## config.mk

```make
export PLATFORM = sky130hd
export DESIGN_NAME = mem_port_arbiter
export DESIGN_NICKNAME = d
export VERILOG_FILES = /design/src/rtl/mem_port_arbiter.sv
export SDC_FILE = /design/constraint.sdc
export NUM_CORES = 1
export LEC_CHECK = 0
export CORE_AREA = 3 3 120 122
export DETAILED_ROUTE_END_ITERATION = 10
export DIE_AREA = 0 0 123 125
export GPL_ROUTABILITY_DRIVEN = 0
export SYNTH_ARGS = -nofsm -noshare
export SYNTH_HDL_FRONTEND = slang
export SYNTH_SLANG_ARGS = --single-unit
export TNS_END_PERCENT = 20
```

## constraint.sdc

```tcl
create_clock -name clk -period 1.6 [get_ports clk]
set_input_delay 0.24 -clock clk [delete_from_list [all_inputs] [get_ports clk]]
set_output_delay 0.24 -clock clk [all_outputs]
set_load 0.005 [all_outputs]
```

## src/rtl/mem_port_arbiter.sv

```systemverilog
// mem_port_arbiter
// Shares one single-port, fixed-latency memory between the instruction-fetch
// port (m0) and the data port (m1). Grants are combinational (zero-latency when
// idle), conflicts are settled round-robin, and read data is steered back to
// the requester that issued the read exactly MEM_LAT cycles after its grant.
// MEM_LAT must lie in 1..7 and DATA_W must be a multiple of 8.
module mem_port_arbiter #(
    parameter int ADDR_W  = 32,
    parameter int DATA_W  = 32,
    parameter int MEM_LAT = 1
) (
    input  logic                  clk,
    input  logic                  rst_n,
    // instruction-fetch requester
    input  logic                  m0_req,
    input  logic                  m0_we,
    input  logic [DATA_W/8-1:0]   m0_be,
    input  logic [ADDR_W-1:0]     m0_addr,
    input  logic [DATA_W-1:0]     m0_wdata,
    output logic                  m0_gnt,
    output logic                  m0_rvalid,
    output logic [DATA_W-1:0]     m0_rdata,
    // data requester
    input  logic                  m1_req,
    input  logic                  m1_we,
    input  logic [DATA_W/8-1:0]   m1_be,
    input  logic [ADDR_W-1:0]     m1_addr,
    input  logic [DATA_W-1:0]     m1_wdata,
    output logic                  m1_gnt,
    output logic                  m1_rvalid,
    output logic [DATA_W-1:0]     m1_rdata,
    // shared memory
    output logic                  mem_en,
    output logic                  mem_we,
    output logic [DATA_W/8-1:0]   mem_be,
    output logic [ADDR_W-1:0]     mem_addr,
    output logic [DATA_W-1:0]     mem_wdata,
    input  logic [DATA_W-1:0]     mem_rdata
);

    localparam int BE_W = DATA_W / 8;

    // A read keeps the memory busy for MEM_LAT cycles; the counter covers the
    // cycles after the grant cycle.
    localparam logic [2:0] CNT_INIT = 3'(MEM_LAT - 1);

    typedef enum logic {
        ST_IDLE    = 1'b0,
        ST_RD_WAIT = 1'b1
    } state_t;

    state_t            state_q;
    logic              owner_q;     // requester whose read is outstanding
    logic              last_q;      // last granted requester
    logic [2:0]        cnt_q;       // remaining read-latency cycles
    logic              m0_rvalid_q;
    logic              m1_rvalid_q;

    logic              grant_ok;
    logic              m0_gnt_d;
    logic              m1_gnt_d;
    logic              any_gnt;
    logic              win_sel;     // 1 when m1 wins this cycle
    logic              win_we;

    logic              mem_en_d;
    logic              mem_we_d;
    logic [BE_W-1:0]   mem_be_d;
    logic [ADDR_W-1:0] mem_addr_d;
    logic [DATA_W-1:0] mem_wdata_d;

    // Round-robin arbitration: a lone requester wins, on a tie the one that was
    // not granted last wins. Grants are held off while reset is asserted so
    // every output reads zero during reset.
    always_comb begin
        grant_ok = rst_n && (state_q == ST_IDLE);
        m0_gnt_d = grant_ok && m0_req && (!m1_req || last_q);
        m1_gnt_d = grant_ok && m1_req && (!m0_req || !last_q);
        any_gnt  = m0_gnt_d || m1_gnt_d;
        win_sel  = m1_gnt_d;
        win_we   = m1_gnt_d ? m1_we : m0_we;
    end

    // Memory bus: carries the winner's fields during a grant, all zero otherwise.
    always_comb begin
        mem_en_d    = any_gnt;
        mem_we_d    = 1'b0;
        mem_be_d    = '0;
        mem_addr_d  = '0;
        mem_wdata_d = '0;
        if (m1_gnt_d) begin
            mem_we_d    = m1_we;
            mem_be_d    = m1_be;
            mem_addr_d  = m1_addr;
            mem_wdata_d = m1_wdata;
        end else if (m0_gnt_d) begin
            mem_we_d    = m0_we;
            mem_be_d    = m0_be;
            mem_addr_d  = m0_addr;
            mem_wdata_d = m0_wdata;
        end
    end

    // Sequencer: tracks the outstanding read and raises the owner's rvalid in
    // the cycle the memory returns data (the FSM is back in IDLE by then, so a
    // new grant can overlap the return).
    always_ff @(posedge clk or negedge rst_n) begin
        if (!rst_n) begin
            state_q     <= ST_IDLE;
            owner_q     <= 1'b0;
            last_q      <= 1'b0;
            cnt_q       <= 3'd0;
            m0_rvalid_q <= 1'b0;
            m1_rvalid_q <= 1'b0;
        end else begin
            m0_rvalid_q <= 1'b0;
            m1_rvalid_q <= 1'b0;
            case (state_q)
                ST_IDLE: begin
                    if (any_gnt) begin
                        last_q <= win_sel;
                        if (!win_we) begin
                            owner_q <= win_sel;
                            cnt_q   <= CNT_INIT;
                            if (MEM_LAT == 1) begin
                                m0_rvalid_q <= !win_sel;
                                m1_rvalid_q <= win_sel;
                            end else begin
                                state_q <= ST_RD_WAIT;
                            end
                        end
                    end
                end
                ST_RD_WAIT: begin
                    cnt_q <= cnt_q - 3'd1;
                    if (cnt_q == 3'd1) begin
                        state_q     <= ST_IDLE;
                        m0_rvalid_q <= !owner_q;
                        m1_rvalid_q <= owner_q;
                    end
                end
                default: begin
                    state_q <= ST_IDLE;
                end
            endcase
        end
    end

    assign m0_gnt    = m0_gnt_d;
    assign m1_gnt    = m1_gnt_d;
    assign m0_rvalid = m0_rvalid_q;
    assign m1_rvalid = m1_rvalid_q;

    // Return data reaches only the port whose rvalid is up; the other sees zero.
    assign m0_rdata  = m0_rvalid_q ? mem_rdata : '0;
    assign m1_rdata  = m1_rvalid_q ? mem_rdata : '0;

    assign mem_en    = mem_en_d;
    assign mem_we    = mem_we_d;
    assign mem_be    = mem_be_d;
    assign mem_addr  = mem_addr_d;
    assign mem_wdata = mem_wdata_d;

endmodule

```

# After elaboration in Yosys (flattened, before gate mapping)
# Cells that the tools add are included.
[word_totals]
mem_bits_ro = 0
mem_count = 0
reg_bits = 8
ramBits = 0
output_inout_bits = 138
word_cells = 52
latch_bits = 0
input_bits = 174
[classes]
n_eq_ne = 3
add_sub_neg = 1
magnitude_cmp = 0
n_shift = 0
bitwise_logic = 2
mux = 24
reduce_logical = 16
multipliers = 0
div_mod_pow = 0
[ops]
columns = ["operator", "n"]
rows = [
  ["$mux W32", 6],
  ["$mux W1", 10],
  ["$mux W4", 2],
  ["$mux W3", 2],
  ["$pmux W1 S2", 3],
  ["$pmux W3 S2", 1],
  ["$logic_and A1 B1 Y1", 5],
  ["$logic_not A1 Y1", 5],
  ["$ne A2 B2 Y1 const B", 2],
  ["$reduce_and A2 Y1", 2],
  ["$eq A3 B1 Y1 const B", 1],
  ["$logic_or A1 B1 Y1", 3],
  ["$reduce_and A3 Y1", 1],
  ["$sub A3 B1 Y3 const B", 1],
  ["$not A1 Y1", 2],
]

# Depth between registers and ports, before layout
[logic_depth]
word_depth = 8
depth_mapped = 6
depth_no_buf = 5

# Least setup slack after synthesis
# OpenSTA, ideal clock, no wires.
[synth_timing]
kind = "reg-to-output"
startpoint = "reg state_q"
endpoint = "out mem_addr[24]"
slack_ns = 0.164
arrival_ns = 1.196
path_buffers = 3
required_ns = 1.360
path_stages_with_launch = 7
cell_sequence = "dfrtp_1 > buf_6 > nor2b_4 > and3_4 > buf_6 > buf_6 > a22o_1"
[synth_between]
elab_cells_between_ends = 8
classes_between = "mux: 2; bitwise: 1; reduce/logical: 5"
[synth_rtl]
columns = ["element", "line_no", "source"]
rows = [
  ["start: declaration", "52", "state_t state_q;"],
  ["start signal: assignment", "109", "state_q <= ST_IDLE;"],
  ["start signal: assignment", "129", "state_q <= ST_RD_WAIT;"],
  ["start signal: assignment", "137", "state_q <= ST_IDLE;"],
  ["$not A1 Y1 (no line)", "-", ""],
  ["$logic_and A1 B1 Y1", "76", "grant_ok = rst_n && (state_q == ST_IDLE);"],
  ["$logic_and A1 B1 Y1 (2 in series)", "78", "m1_gnt_d = grant_ok && m1_req && (!m0_req || !last_q);"],
  ["net m1_gnt", "29", "output logic m1_gnt,"],
  ["$mux W32", "91", "if (m1_gnt_d) begin"],
  ["end: declaration", "36", "output logic [ADDR_W-1:0] mem_addr,"],
]
# The timed path passes the listed nets, and every way through them passes these cells.

# Worst setup path in the final report
[layout_timing]
startpoint = "reg last_q"
endpoint = "out mem_addr[12]"
[layout_between]
elab_chain_len = 4
elab_cells_between_ends = 7
classes_between = "mux: 2; reduce/logical: 5"
[layout_rtl]
columns = ["element", "line_no", "source"]
rows = [
  ["start: declaration", "54", "logic last_q;"],
  ["start signal: assignment", "121", "last_q <= win_sel;"],
  ["$logic_or A1 B1 Y1 or $logic_not A1 Y1 (tied branches)", "77, 78", ""],
  ["$logic_and A1 B1 Y1 or $logic_or A1 B1 Y1 (tied branches)", "77, 78", ""],
  ["$mux W32 or $logic_and A1 B1 Y1 (tied branches)", "96, 78", ""],
  ["$mux W32 (*)", "91", ""],
]
# Every way passes the cells marked *; elsewhere a longest branch is shown, timed or not.

==> out/results.ini <==
[logic_synthesis]
synth_ff_type = dfrtp_1
seq_area_frac_synth_pct = 12.67
async_reset_ff_share_pct = 100.0
synthCells = 191
synth_top_cell_by_area = a22o_1
yosys-top-cells-count = 69 x a22o_1, 64 x and2_1, 9 x buf_6
syn_area_um2 = 1580
synthTopCellsByArea = a22o_1 38%, and2_1 25%, dfrtp_1 13%
postSynthRegisterBits = 8
avgSynthCellArea_um2 = 8.274
yosysMostFrequentCell = a22o_1
syn_nets = 367
synth_cell_types = 24
ys_warn_count = 0
synth_top_cell_area_share_pct = 38.24
synth_edf_count = 0

[sta]
setup_viol = 71
fmax_ghz = 0.5087
report.final.hold_viol_count = 0
rsz0062_at_grt = true
finClkSkew_ps = 4.255
worst_pin_slew_ps = 296.3
whs_ps = 85.99
finalCritPeriodShare_pct = 122.9
setup_slack_ps = -365.6
slew_violations = 0
maxSlewHeadroom_pct = 79.99
period_needed_ps = 1966

[die]
start_util_pct = 11.89
dieArea_um2 = 15380
die_w_um = 123
num_io_pins = 312
die_h_um = 125
core_um2 = 13300
row_count = 42

[worst_setup_path]
cp-start-kind = flop
crit_start = last_q$_DFFE_PN0P_
worstSetupEndpointType = output port
cp.required_ps = 1360
critPathKind = flop to output port
path_max_fanout = 7
r2r-start = state_q$_DFF_PN0_
crit_arrival_ps = 1730

[routing]
finalWirelength_um = 12430
route.vias.total = 2929
drtPass1Iterations = 4
first_iter_violations = 66
wire_per_inst_um = 17.73
via_per_inst = 4.178
drcViolationCount = 0
antenna_left = 0

[finish]
utilization_pct = 37.66
diodes = 0
syn_to_final_growth_pct = 216.9
multi_input_area_um2 = 1245
fill_cells = 1409
regArea_um2 = 200.2
drive_above_1_share_pct = 23.62
final_area_um2 = 5007
nNetsFinal = 703
stdcell_count = 701

[clocking]
cts-hold-fix-buffers = 0
clock_latency_ps = 230
tritoncts = done
cts_buffer_depth = 2
cts.sinks = 8
htree_levels = 1
cts-root-buf = clkbuf_16
clk_pin_slew_ps = 40
cts-buffers-inserted = 3

[global_routing]
antenna_found_initial = 0
grt_pass1_wl_um = 17090
grt_start_max_net_pins = 34
gr-total-overflow = 0
grt_pass1_vias = 2918
groute.usage.overall_pct = 14.50

[pwr]
irDropWorstVdd_v = 0.0003263
p_per_area_nw_per_um2 = 375.5
leakagePower_nw = 2.632

[run_status]
outcome = complete, but fails checks
violations = negative setup slack

[place]
place_area_um2 = 5010
dp.cells = 680
dp_hpwl_um = 10410
portBuffers = 311

[min_path]
hold_path.class = primary input to asynchronous set/reset pin

[job]
cap_violations = 0

## layout make-up
class	count	area share, %
flip-flops and latches	8	3.998
inverters	5	0.4248
clock buffers	3	1.499
multi-input cells	156	24.86
repair buffers	353	64.82
well taps	176	4.398
## worst max-delay path: stages (launching register included)
cell and delay [ps]:
dfrtp_1 400, buf_6 130, nand2_4 40, and3_4 220, buf_6 130, buf_6 120, buf_6 110, a22o_4 240
buf_6 110
## where the power goes
group	leakage (nW)	switching [W]	internal, W
clock network	0.0370	0.0000969	0.000322
logic	2.49	0.000410	0.000820
registers	0.106	0.0000150	0.000217
total	2.63	0.000522	0.00136
## kinds of logic (layout without fill, tap and decap cells)
family                   count (synthesis)  after routing  synth area share, %
buffers and inverters                   27            361                11.24
XOR/XNOR                                 1              1               0.5543
AO/OA/AOI/OAI                           77             77                42.60
AND/OR/NAND/NOR                         76             76                31.35
flip-flops                               8              8                12.67
adder cells (fa/ha/maj)                  2              2                1.583
## sequential cells by signal (all words and copies together) (netlist names)
register,count
last_q,1
m0_rvalid,1
cnt_q,3
m1_rvalid,1
state_q,1
owner_q,1
## stage by stage
step,power (W),setup slack (ps),setup TNS (ps)
finish,0.001880,-365.6,-20670
global placement,0.001493,-735.7,-50530
floorplan,0.0005562,163.8,0
detailed placement,0.001504,-761.9,-52320
global route,0.001995,-418.8,-24500
CTS,0.001895,-647.5,-25920
## final timing paths
check | to | slack, ps | cells past startpoint
worst min-delay path | last_q$_DFFE_PN0P_ | 90 | 2
worst max register to register | cnt_q[2]$_DFFE_PN0P_ | 280 | 4
worst min register to register | cnt_q[1]$_DFFE_PN0P_ | 580 | 2
max in group asynchronous | m1_rvalid$_DFF_PN0_ | 1380 | 2
worst max-delay path | mem_addr[12] | -370 | 8
min in group clk | cnt_q[1]$_DFFE_PN0P_ | 580 | 2
## layout by cell type (no fill, tap or decap)
master	Yosys	layout
nand2_4	0	1
o22a_1	1	1
buf_2	7	38
ha_1	2	2
nand2b_1	3	2
buf_4	0	15
nand2b_4	0	1
and4b_1	1	1
buf_6	9	22
clkdlybuf4s50_1	0	168
a22o_1	69	68
a22o_4	0	1
and4bb_2	1	1
buf_8	0	1
dfrtp_1	8	8
inv_4	0	1
buf_12	0	7
bufbuf_16	0	1
clkbuf_16	0	4
and3_4	1	1
clkbuf_2	0	26
nand3b_4	0	1
nand2_1	3	2
a41o_1	2	2
and2_4	0	1
o31ai_1	1	1
nor2b_4	1	2
a21o_1	1	1
xor2_1	1	1
dlymetal6s2s_1	0	6
and2_1	64	63
a21boi_0	1	1
dlygate4sd2_1	0	68
inv_1	4	4
o41ai_1	2	2
## layer usage
layer | up-vias | GRT usage, % | share of wire (%)
li1 | 1386 | - | -
met1 | 1338 | 14.52 | 34
met2 | 196 | 29.21 | 53
met3 | 9 | 3.794 | 11
met4 | 0 | 2.997 | 1.7
met5 | - | 0 | 0
## repair_timing
| action | 4_1_cts | 5_1_grt |
|---|---|---|
| gates cloned | 2 | 1 |
| pin swaps | 3 | 24 |
| endpoints found under the setup margin | 136 | 75 |
| gates resized for setup | 274 | 73 |
| setup buffers | 9 | 9 |
Note: power is estimated with default switching activity, not from simulation.
